## src/rtl/ppu_vram_port.sv

```systemverilog
// PPU VRAM access port: $2000 increment select, $2002 toggle clear, $2006 address
// load, and $2007 data access with read buffering and the palette direct-read path.
module ppu_vram_port (
  input  logic        clk,
  input  logic        rst,
  input  logic [2:0]  cpu_reg,
  input  logic        cpu_wr,
  input  logic        cpu_rd,
  input  logic [7:0]  cpu_wdata,
  output logic [7:0]  cpu_rdata,
  output logic        cpu_rvalid,
  output logic        busy,
  output logic        mem_req,
  output logic        mem_we,
  output logic [15:0] mem_addr,
  output logic [7:0]  mem_wdata,
  input  logic [7:0]  mem_rdata,
  input  logic        mem_ack
);

  typedef enum logic [1:0] {IDLE, WR, RD, PAL2} state_e;

  state_e      state_q, state_d;
  logic [13:0] v_q, v_d;
  logic        w_q, w_d;
  logic        inc32_q, inc32_d;
  logic [7:0]  rbuf_q, rbuf_d;
  logic [7:0]  rdata_q, rdata_d;
  logic        rvalid_q, rvalid_d;
  logic        req_q, req_d;
  logic        we_q, we_d;
  logic [15:0] addr_q, addr_d;
  logic [7:0]  wdata_q, wdata_d;

  logic        wr, rd, ack, pal;
  logic [13:0] v_inc;

  // A combined read+write strobe counts as a write; acks outside a request are dropped.
  assign wr    = cpu_wr;
  assign rd    = cpu_rd & ~cpu_wr;
  assign ack   = req_q & mem_ack;
  assign pal   = (v_q[13:8] == 6'h3F);
  assign v_inc = v_q + (inc32_q ? 14'd32 : 14'd1);

  // Register updates and access sequencing; v is stable while busy, so pal is valid throughout.
  always_comb begin
    state_d  = state_q;
    v_d      = v_q;
    w_d      = w_q;
    inc32_d  = inc32_q;
    rbuf_d   = rbuf_q;
    rdata_d  = rdata_q;
    rvalid_d = 1'b0;
    req_d    = req_q;
    we_d     = we_q;
    addr_d   = addr_q;
    wdata_d  = wdata_q;

    if (wr && cpu_reg == 3'd0) inc32_d = cpu_wdata[2];
    if (rd && cpu_reg == 3'd2) w_d = 1'b0;

    case (state_q)
      IDLE: begin
        if (wr && cpu_reg == 3'd6) begin
          if (!w_q) begin
            v_d[13:8] = cpu_wdata[5:0];
            w_d       = 1'b1;
          end else begin
            v_d[7:0] = cpu_wdata;
            w_d      = 1'b0;
          end
        end else if (wr && cpu_reg == 3'd7) begin
          state_d = WR;
          req_d   = 1'b1;
          we_d    = 1'b1;
          addr_d  = {2'b00, v_q};
          wdata_d = cpu_wdata;
        end else if (rd && cpu_reg == 3'd7) begin
          state_d = RD;
          req_d   = 1'b1;
          we_d    = 1'b0;
          addr_d  = {2'b00, v_q};
          if (!pal) begin
            rdata_d  = rbuf_q;
            rvalid_d = 1'b1;
          end
        end
      end
      WR: begin
        if (ack) begin
          v_d     = v_inc;
          req_d   = 1'b0;
          state_d = IDLE;
        end
      end
      RD: begin
        if (ack) begin
          if (pal) begin
            // Palette data goes straight out; the buffer is refilled from the nametable below.
            rdata_d  = mem_rdata;
            rvalid_d = 1'b1;
            addr_d   = {2'b00, v_q[13], 1'b0, v_q[11:0]};
            state_d  = PAL2;
          end else begin
            rbuf_d  = mem_rdata;
            v_d     = v_inc;
            req_d   = 1'b0;
            state_d = IDLE;
          end
        end
      end
      PAL2: begin
        if (ack) begin
          rbuf_d  = mem_rdata;
          v_d     = v_inc;
          req_d   = 1'b0;
          state_d = IDLE;
        end
      end
      default: state_d = IDLE;
    endcase
  end

  // State registers with synchronous reset that also aborts any access in flight.
  always_ff @(posedge clk) begin
    if (rst) begin
      state_q  <= IDLE;
      v_q      <= '0;
      w_q      <= 1'b0;
      inc32_q  <= 1'b0;
      rbuf_q   <= '0;
      rdata_q  <= '0;
      rvalid_q <= 1'b0;
      req_q    <= 1'b0;
      we_q     <= 1'b0;
      addr_q   <= '0;
      wdata_q  <= '0;
    end else begin
      state_q  <= state_d;
      v_q      <= v_d;
      w_q      <= w_d;
      inc32_q  <= inc32_d;
      rbuf_q   <= rbuf_d;
      rdata_q  <= rdata_d;
      rvalid_q <= rvalid_d;
      req_q    <= req_d;
      we_q     <= we_d;
      addr_q   <= addr_d;
      wdata_q  <= wdata_d;
    end
  end

  assign cpu_rdata  = rdata_q;
  assign cpu_rvalid = rvalid_q;
  assign busy       = (state_q != IDLE);
  assign mem_req    = req_q;
  assign mem_we     = we_q;
  assign mem_addr   = addr_q;
  assign mem_wdata  = wdata_q;

endmodule

```

## config.mk

```make
export PLATFORM = sky130hd
export DESIGN_NAME = ppu_vram_port
export DESIGN_NICKNAME = d
export VERILOG_FILES = /design/src/rtl/ppu_vram_port.sv
export SDC_FILE = /design/constraint.sdc
export NUM_CORES = 1
export LEC_CHECK = 0
export BUFFER_PORTS_ARGS = -buffer_cell sky130_fd_sc_hd__buf_2
export CORE_UTILIZATION = 50
export CTS_BUF_LIST = sky130_fd_sc_hd__clkbuf_16
export DETAILED_ROUTE_END_ITERATION = 10
export GPL_TIMING_DRIVEN = 0
export PLACE_DENSITY_LB_ADDON = 0.15
export SLEW_MARGIN = 20
export SYNTH_ARGS = -nofsm -noshare
export SYNTH_HDL_FRONTEND = slang
export SYNTH_SLANG_ARGS = --single-unit
export TNS_END_PERCENT = 50
```

## constraint.sdc

```tcl
create_clock -name clk -period 2.51 [get_ports clk]
set_clock_uncertainty 0.1 [all_clocks]
set_input_delay 0.3765 -clock clk [delete_from_list [all_inputs] [get_ports clk]]
set_output_delay 0.3765 -clock clk [all_outputs]
set_load 0.1 [all_outputs]
```

# Word level (Yosys, flattened, before mapping)

Cells that the tools add are included.

Word-level logic and storage cells: 110
Bits in writable memories: 0
Register bits: 61
Input port bits: 24
Memories: 0
Output and inout bits: 36
Memory bits (read-only): 0
Latch bits: 0

Magnitude comparators: 0
Add/sub/neg operators: 1
Divide/modulo/power cells: 0
Bitwise gates (word level): 4
Multipliers: 0
Reduce and logical (&&, ||, !) cells: 21
Equal/unequal tests: 20
Shift operators: 0
Multiplexer cells: 52

Operators by type and width:

| operator                                                        | count |
|---|---|
| 16-bit 2-to-1 mux                                               | 5 |
| 8-bit 2-to-1 mux                                                | 10 |
| 14-bit 2-to-1 mux                                               | 4 |
| 14-bit one-hot mux with 3 select lines                          | 1 |
| 16-bit one-hot mux with 2 select lines                          | 1 |
| 8-bit one-hot mux with 2 select lines                           | 2 |
| 2-bit != test, second input constant                            | 11 |
| 5-bit AND reduction                                             | 4 |
| 1-bit 2-to-1 mux                                                | 18 |
| 14-bit by 6-bit adder with 14-bit output                        | 1 |
| 2-bit 2-to-1 mux                                                | 6 |
| 6-bit 2-to-1 mux                                                | 2 |
| 4-bit AND reduction                                             | 2 |
| 2-bit nonzero test                                              | 4 |
| 7-bit AND reduction                                             | 1 |
| 3-bit == test, second input constant                            | 2 |
| 6-bit == test, second input constant                            | 1 |
| 2-bit one-hot mux with 3 select lines                           | 1 |
| 3-bit AND reduction                                             | 2 |
| 1-bit logical AND                                               | 5 |
| 2-bit == test, second input constant                            | 2 |
| 3-bit by 2-bit == test with 1-bit output, second input constant | 1 |
| 3-bit logical NOT                                               | 1 |
| 3-bit != test, second input constant                            | 1 |
| 8 further kinds                                                 | 10 |

# Depth between registers and ports, before layout

Gate-level depths: netlist (run 1).

Depth after elaboration: 7
Gate-level depth with buffers: 8
Mapped depth without buffers: 8

# Least setup slack after synthesis (run 1)

Ideal clock, no wire load.

Path kind: register to register
Start: register state_q[0]
End: register v_q[12]
Arrival: 2.441 ns
Slack: -0.111 ns
Stages on the path, launching flop included: 8
Buffers on the path: 3
Clock period less this slack: 2.621 ns
Library setup time: 0.080 ns
Required time: 2.330 ns
Cell sequence: dfxtp_1 -> clkbuf_1 -> nor2_1 -> inv_1 -> buf_2 -> clkbuf_1 -> o21ai_0 -> a211oi_2

Cells in the longest elaborated chain, start to end: 4
Elaborated cells between the ends (all ways): 12
Classes of those cells: 8 x eq/ne; 1 x mux; 3 x reduce/logical

RTL lines:

| element                                                                   | line | text |
|---|---|---|
| from (decl)                                                               | 23   | `state_e state_q, state_d;` |
| from (signal assigned)                                                    | 139  | `state_q <= state_d;` |
| 2-bit == test or 2-bit by 1-bit == test with 1-bit output (tied branches) | 62   | `case (state_q)` |
| 2-bit OR reduction (no source line)                                       | --   |  |
| 2-bit by 1-bit != test with 1-bit output (no source line)                 | --   |  |
| 5-bit AND reduction (no source line)                                      | --   |  |
| to (signal assigned)                                                      | 140  | `v_q <= v_d;` |
| to (decl)                                                                 | 24   | `logic [13:0] v_q, v_d;` |

Parallel ways exist; a longest one is shown, timed or not.
A chain may end at the register's enable or synchronous reset.

# Worst setup path after layout (run 1)

Start: register state_q[0]
End: output port busy

Cells in the longest elaborated chain, start to end: 1

RTL lines:

| element            | line | text |
|---|---|---|
| 2-bit nonzero test | 155  | `assign busy = (state_q != IDLE);` |
| to (decl)          | 12   | `output logic busy,` |

Every way passes these cells.

==> results of run 1 <==
==> worst paths after layout <==
path	end	from
max	busy	state_q[0]$_SDFFE_PP0P_
min	rbuf_q[3]$_SDFFE_PP0P_	mem_rdata[3]
max reg2reg	rbuf_q[2]$_SDFFE_PP0P_	v_q[9]$_SDFFE_PP0P_
min reg2reg	mem_wdata[3]$_SDFFE_PP0P_	mem_wdata[3]$_SDFFE_PP0P_
==> cell usage in the layout, fill, tap and decap left out, drive strengths merged, types with 3 or more instances in the layout <==
cell     n
dfxtp   59
nand3b   3
mux2i   34
nor2    54
o31ai    5
o21bai   3
nand3    9
ha       3
or2      3
nand2b   3
a211oi  13
nand2   16
clkbuf  20
nor4b    3
a21oi   22
o21ai   13
clkinv   4
a311oi   3
o22ai    4
a21o     3
buf     64
and3     5
nor3     3
nor3b    3
inv      3
==> power groups by stage <==
stage	clock (mW)	sequential (mW)	combinational, mW
after floorplan	0	1.03	0.116
after global placement	0	0.981	0.228
after detailed placement	0	0.981	0.230
after CTS	1.18	0.962	0.231
after global routing	1.23	0.963	0.246
final	1.17	0.963	0.232
==> timing repair <==
action | 4_1_cts | 5_1_grt
gates resized for setup | 1 | 1
hold endpoints to repair | 0 | 0
setup endpoints to repair | 1 | 1
cloned | 0 | 0
buffers inserted | 0 | 0
==> per-stage QoR <==
step                      instance area, sq um  utilization [%]  hold WS (ns)
after CTS                                 3420             65.6         0.196
after global routing                      3420             65.7         0.205
after floorplan                           2770                -         0.363
after detailed placement                  3130             60.2         0.347
after global placement                    3130             60.2         0.341
final                                     3420             65.7         0.195
==> state kept, by name (all words and copies together) (netlist names) <==
| signal | flops |
|---|---|
| cpu_rdata | 8 |
| cpu_rvalid | 1 |
| inc32_q | 1 |
| mem_addr | 14 |
| mem_req | 1 |
| mem_wdata | 8 |
| mem_we | 1 |
| rbuf_q | 8 |
| state_q | 2 |
| v_q | 14 |
| w_q | 1 |
==> logic make-up (layout without fill, tap and decap cells) <==
group,Yosys count,after routing,synth area share (%)
simple gates,107,107,18.3
compound gates,80,80,20.8
flops,59,59,42.8
mux,34,34,12.3
buf+inv,22,93,3.99
fa+ha+maj,3,3,1.36
other cells,1,2,0.136
xor+xnor,1,1,0.317
==> per-layer routing <==
| metal | vias to the layer above | part of all wire (%) |
|---|---|---|
| met5 | - | 0 |
| met4 | 0 | 0.78 |
| met3 | 7 | 7.6 |
| met2 | 88 | 44 |
| met1 | 1172 | 47 |
| li1 | 1248 | - |
==> final cells by class <==
type / instances / share of cell area, %
clock inverters: 7 / 1.76
clock buffers: 9 / 6.59
inverters: 2 / 0.220
multi-input cells: 227 / 43.1
well taps: 70 / 2.56
flip-flops and latches: 59 / 34.6
repair buffers: 56 / 8.27
plain buffers: 19 / 2.93
==> Yosys cell counts, drive strengths merged, types with 4 or more instances <==
cell | instances | share of area, %
nor2 | 54 | 7.3
mux2i | 34 | 12
o21ai | 13 | 2.5
o31ai | 5 | 1.5
a211oi | 13 | 4.3
a21oi | 22 | 4.3
nand2 | 16 | 2.2
o22ai | 4 | 0.91
nand3 | 9 | 1.6
buf | 8 | 2.1
and3 | 5 | 1.1
clkbuf | 12 | 1.6
dfxtp | 59 | 43
==> critical path: stages, from the launching register on <==
cell and delay (ns):
sky130_fd_sc_hd__dfxtp_2 0.45, sky130_fd_sc_hd__nor2_1 0.09, sky130_fd_sc_hd__inv_1 0.11, sky130_fd_sc_hd__buf_2 0.23, sky130_fd_sc_hd__clkbuf_2 0.27, sky130_fd_sc_hd__buf_4 0.34
==> reports/results.txt, run 1 <==
Before CTS, the worst setup slack after placement is 0.155 ns. The run gives 5820 sq um as the die area. STA classifies the critical path startpoint as a flip-flop. Maximum clock path buffer count: 2. The vertical die dimension was 76.3 um; the accumulated negative setup slack was 0 ns.

For the total grt overflow, the log shows 0. The global-route layer with the greatest usage was met2. The tools report the global placement routability congestion as 0.916.

The clock network burns 49.4% of the power. Across the VDD grid, the largest voltage drop is 0.455 mV. Counting instances, the worst hold path has a depth of 3. The number of library cell types mapped by synthesis was 49; the area added between synthesis and finish was 23.8%. For the remaining antenna violation count after routing, the log shows 0. The global routing usage on met2 was 37.9%; the met3 track demand over resource in global routing was 6.71%. The tree is rooted in a sky130_fd_sc_hd__clkbuf_16.

For the I/O pin total, the log shows 60. The run finished with clean final reports. The sequential share of power was 40.8%.

The completed layout was analyzed and its total power is 2.36 mW. In this run, synthesis produced a sequential element count of 59. The run gives 0 as the initial antenna violation count. Setup slack on the critical path of the routed design comes to 0.217 ns. Once the floorplan was initialized, standard cells occupied 53.0% of the core. The number of buffers added on ports is 56. In this run, the combinational gates consume 9.8% of the power.

The async set or reset register ratio after synthesis works out to 0%. Internal power consumption: 1.77 mW. Yosys printed 0 warnings. The TritonCTS buffer count is 9, and the cell depth of the worst flop-to-flop path is 4. In the routed design, unresolved DRC markers number 0. The post-route netlist has 25.1% of its cells at a drive strength greater than 1. Yosys mapped a number of flops with a built-in enable equal to 0. In this run the register-to-register setup slack is 0.28 ns. The worst hold path belongs to the class input port to flip-flop.

Max-cap violations in this run came to 0. The total detailed-routing wirelength is 6800 um. In the final layout, flip-flops and latches occupy 1180 sq um. CTS built an H-tree with a depth of 3. In this run switching power makes up 25.0% of total power. TritonCTS built the clock tree.

In the finished design, the share of the clock period the worst path needs comes to 91.3%. Via count of the routed design: 2515. The post-DP HPWL was 4920 um. The global-route met1 utilization came out at 32.4%.

The repair_antennas step left the layout with diodes totalling 0. The floorplan has 26 rows. Power spread over the standard cell area amounts to 690 nW/um^2.

The clock network latency to the later pin of the worst-skew pair came out at 0.33 ns. Summed over all nets, the switching power comes to 589 uW. The vias per cell is 5.60. Static timing analysis puts the maximum clock frequency at 436 MHz. The logs give 0 for the final-report max-slew violation count and 401 for the post-layout net count. In this run, placement finished with an instance count of 434. The mean cell area of the mapped netlist was 8.99 sq um.

Setup repair after global routing left no endpoint under its margin. The logs give 2313 for the via count of the first global-routing pass and 2760 sq um for the area of the mapped netlist. The critical path is of the flip-flop to output pin type. Number of failing hold endpoints at the final stage: 0. For the hold-fix buffer count after cts, the log shows 0.

The multi-input combinational cells in the finished layout cover a total of 1470 sq um. The clock slew seen by the registers of the worst setup and hold paths is 0.05 ns. STA puts the critical path data required time at 2.03 ns.

The die is 76.3 um wide. The static leakage was 1.58 nW; the wire length per cell was 15.1 um. In this run the worst path has a maximum fanout of 12. The final critical path time including I/O delays and setup was 2.29 ns.

The tools report the kind of end point of the critical path as an output pin. The global router's overall resource usage was 24.3%. At the pin with the least slew margin, the transition time is 1.04 ns. The placeable core region is 5200 sq um. For the number of detailed-routing iterations run before antenna repair, the log shows 4.

The layout has 449 filler cells. The clock drives 59 sinks. Summing the sequential cell areas from Yosys gives 42.8% of the chip area. Setup violations remaining at the end of the flow were counted as 0.

Data arrives at the worst endpoint at 1.82 ns. Measured against its own limit, the worst slew margin works out to 30.2%. The detailed router finished its first iteration with 261 violations.

The run gives 13 as the maximum number of pins on one net before global-route repair. The finished layout holds 449 standard cells, fillers aside. The primary flip-flop cell chosen by synthesis mapping is sky130_fd_sc_hd__dfxtp_1. The number of cells produced by synthesis is 307. The first global-routing pass estimated 11200 um of wire.
Note: power is estimated with default switching activity, not from simulation.
==> inputs of run 2 (changes only) <==
Settings changed: CORE_ASPECT_RATIO set to 0.6, PLACE_DENSITY set to 0.78, PLACE_DENSITY_LB_ADDON 0.15 to unset.
==> reports/results.txt, run 2 (same netlist as run 1, synthesis figures left out) <==
The run finished, with violations left. The checks that failed: DRC. For the combinational cell fraction of total power, the log shows 10.5% (+0.7 points).

The post-DP HPWL came out at 5320 um (+8.0%). The largest vdd supply drop was 0.335 mV (-26%). STA classifies the critical path startpoint as a flip-flop. The clock slew seen by the registers of the worst setup and hold paths is 0.05 ns (about the same). The number of levels the H-tree was split into came out at 3 (unchanged). The final cycle utilization of the critical path is 93.0% (+1.7 points). The logs give 20 (-23%) for the number of placement rows and 0.200 ns (+0.00518 ns) for the worst hold-check slack.

For the count of clock tree sinks, the log shows 59 (unchanged). TritonCTS buffer count: 9 (unchanged). The number of diodes was 0 (unchanged); the switching power summed over all nets was 572 uW (-2.9%). The sequential share of power came out at 43.2% (+2.4 points). Leading cell type in the layout, fill and taps excluded: sky130_fd_sc_hd__buf_2. For the part of the total power dissipated in the clock network, the log shows 46.3% (-3.1 points). The final-report max-slew violation count is 0 (unchanged), and the worst max-slew margin expressed relative to the limit is 28.8% (-1.5 points). The largest fanout on the critical path is 12 (unchanged), and the area added between synthesis and finish is 22.4%. Number of detailed-routing iterations run before antenna repair: 8 (+4).

The final standard cell count with taps included and fillers excluded came out at 444 (-1.1%). The effective utilization at floorplan came out at 53.3% (+0.26 points). The via count of the first global-routing pass is 2253 (-2.6%). In the layout the commonest cells are sky130_fd_sc_hd__buf_2 (59), sky130_fd_sc_hd__dfxtp_1 (58), sky130_fd_sc_hd__nor2_1 (54), sky130_fd_sc_hd__mux2i_1 (34), sky130_fd_sc_hd__a21oi_1 (20). TritonCTS built the clock tree.

The tools report the kind of end point of the critical path as an output pin. The final critical path time including I/O delays and setup is 2.34 ns (+0.0426 ns). Setup repair after global routing left no endpoint under its margin.

The remaining antenna violation count after routing was 0 (unchanged). The tools report the number of endpoints failing setup at the final stage as 0 (unchanged). The static leakage is 1.57 nW (-0.95%). Internal power consumption: 1.66 mW (-6.3%).

The number of buffers added on ports works out to 56 (unchanged). The minimum setup slack in the final design is 0.175 ns (-0.0426 ns). The tools report the total DRC errors in the routed layout as 3 (+3). Multi-input gate area in the final layout: 1470 sq um (unchanged). The arrival time at the worst endpoint is 1.86 ns (+0.04 ns), and the wire length per cell is 16.1 um (+6.4%). The min-delay analysis places its worst path in the category input port to flip-flop. The transition at the pin with the smallest max-transition slack was 1.06 ns (+0.0216 ns).

The accumulated negative setup slack was 0 ns (unchanged). For the number of filler instances in the final layout, the log shows 419 (-6.7%). The tools report the overall power as 2.23 mW (-5.4%). The vias per cell is 5.81 (+3.7%), and the global-route wire length before repair is 11300 um (+1.2%). The path type of the worst setup path was flip-flop to output pin. The fmax is 428 MHz (-1.8%), and the die outline width is 97.9 um (+28%). The tools report the total detailed-routing wirelength as 7150 um (+5.2%). The run gives 0.919 (+0.29%) as the global placement routability congestion. Clock network latency to the later pin of the worst-skew pair: 0.32 ns (about the same). The worst slack at placement is 0.148 ns (-0.00712 ns), and the vertical die dimension is 59.6 um (-22%).

The tools report the placeable core region as 5180 sq um (-0.48%). The tools report the post-layout net count as 401 (unchanged). The logs give 0 (unchanged) for the max-capacitance violation count and 2 (unchanged) for the maximum clock path buffer count. The tools report the buffer cell driving the clock tree root as sky130_fd_sc_hd__clkbuf_16. The global router's overall resource usage is 26.1% (+1.8 points).

The logs give 3380 sq um (-1.2%) for the finished layout cell area and 0 (unchanged) for the initial antenna violation count. The hold-fix buffer count after cts was 0 (unchanged). The utilization of the core after routing is 65.2% (-0.46 points). The logs give 5830 sq um (+0.16%) for the die area and 13 (unchanged) for the maximum number of pins on one net before global-route repair.

The tools report the I/O pin total as 60 (unchanged). The DRC violation total after the first TritonRoute iteration was 256 (-1.9%); the data required time at the worst endpoint was 2.03 ns (about the same). The power per unit of standard cell area was 661 nW/um^2 (-4.3%). Number of failing hold endpoints at the final stage: 0 (unchanged).

The logs give 430 (-0.92%) for the cell count after placement and 1180 sq um (unchanged) for the area taken by flip-flops and latches. The cell area after placement is 3130 sq um (-0.16%). Fraction of final layout cells sized beyond drive strength 1: 24.3% (-0.73 points). The fraction of power spent switching nets is 25.6% (+0.66 points), and the total grt overflow is 0 (unchanged). The via count of the routed design was 2580 (+2.6%).
[run 2: worst max-delay path, stage by stage, from the launching register on]
cell	delay, ns
sky130_fd_sc_hd__dfxtp_2	0.46
sky130_fd_sc_hd__nor2_1	0.09
sky130_fd_sc_hd__inv_1	0.11
sky130_fd_sc_hd__buf_2	0.23
sky130_fd_sc_hd__clkbuf_2	0.30
sky130_fd_sc_hd__buf_4	0.34
[run 2: final cells by class]
| cell class | count | share of cell area [%] |
|---|---|---|
| plain buffers | 19 | 2.96 |
| clock buffers | 9 | 6.67 |
| clock inverters | 6 | 0.741 |
| inverters | 2 | 0.222 |
| multi-input cells | 227 | 43.6 |
| flip-flops and latches | 59 | 35.0 |
| well taps | 66 | 2.44 |
| repair buffers | 56 | 8.37 |
[run 2: power by group through the flow]
stage	registers, mW	clock network (mW)	logic [mW]
after global routing	0.964	1.09	0.250
after floorplan	1.03	0	0.116
after global placement	0.981	0	0.229
final	0.963	1.03	0.235
after CTS	0.963	1.05	0.232
after detailed placement	0.981	0	0.231
[run 2: worst paths after layout]
path	slack, ns	startpoint	depth (start not counted)	end
hold / removal	0.20	mem_rdata[2]	3	rbuf_q[2]$_SDFFE_PP0P_
setup reg to reg	0.27	v_q[9]$_SDFFE_PP0P_	4	rbuf_q[7]$_SDFFE_PP0P_
hold reg to reg	0.36	mem_wdata[3]$_SDFFE_PP0P_	2	mem_wdata[3]$_SDFFE_PP0P_
setup / recovery	0.17	state_q[0]$_SDFFE_PP0P_	5	busy
[run 2: routing by layer]
layer,vias to the layer above,share of wire [%],global-route usage (%)
met4,0,1.7,8.44
met5,-,0,0
li1,1250,-,-
met3,18,11,11.3
met1,1170,48,35.9
met2,142,39,36.3
[run 2: what timing repair did]
| action | CTS | global route |
|---|---|---|
| resized for setup | 1 | 1 |
| endpoints found under the hold margin | 0 | 0 |
| pin swaps | 0 | 0 |
| setup buffers | 0 | 0 |
| endpoints found under the setup margin | 1 | 1 |
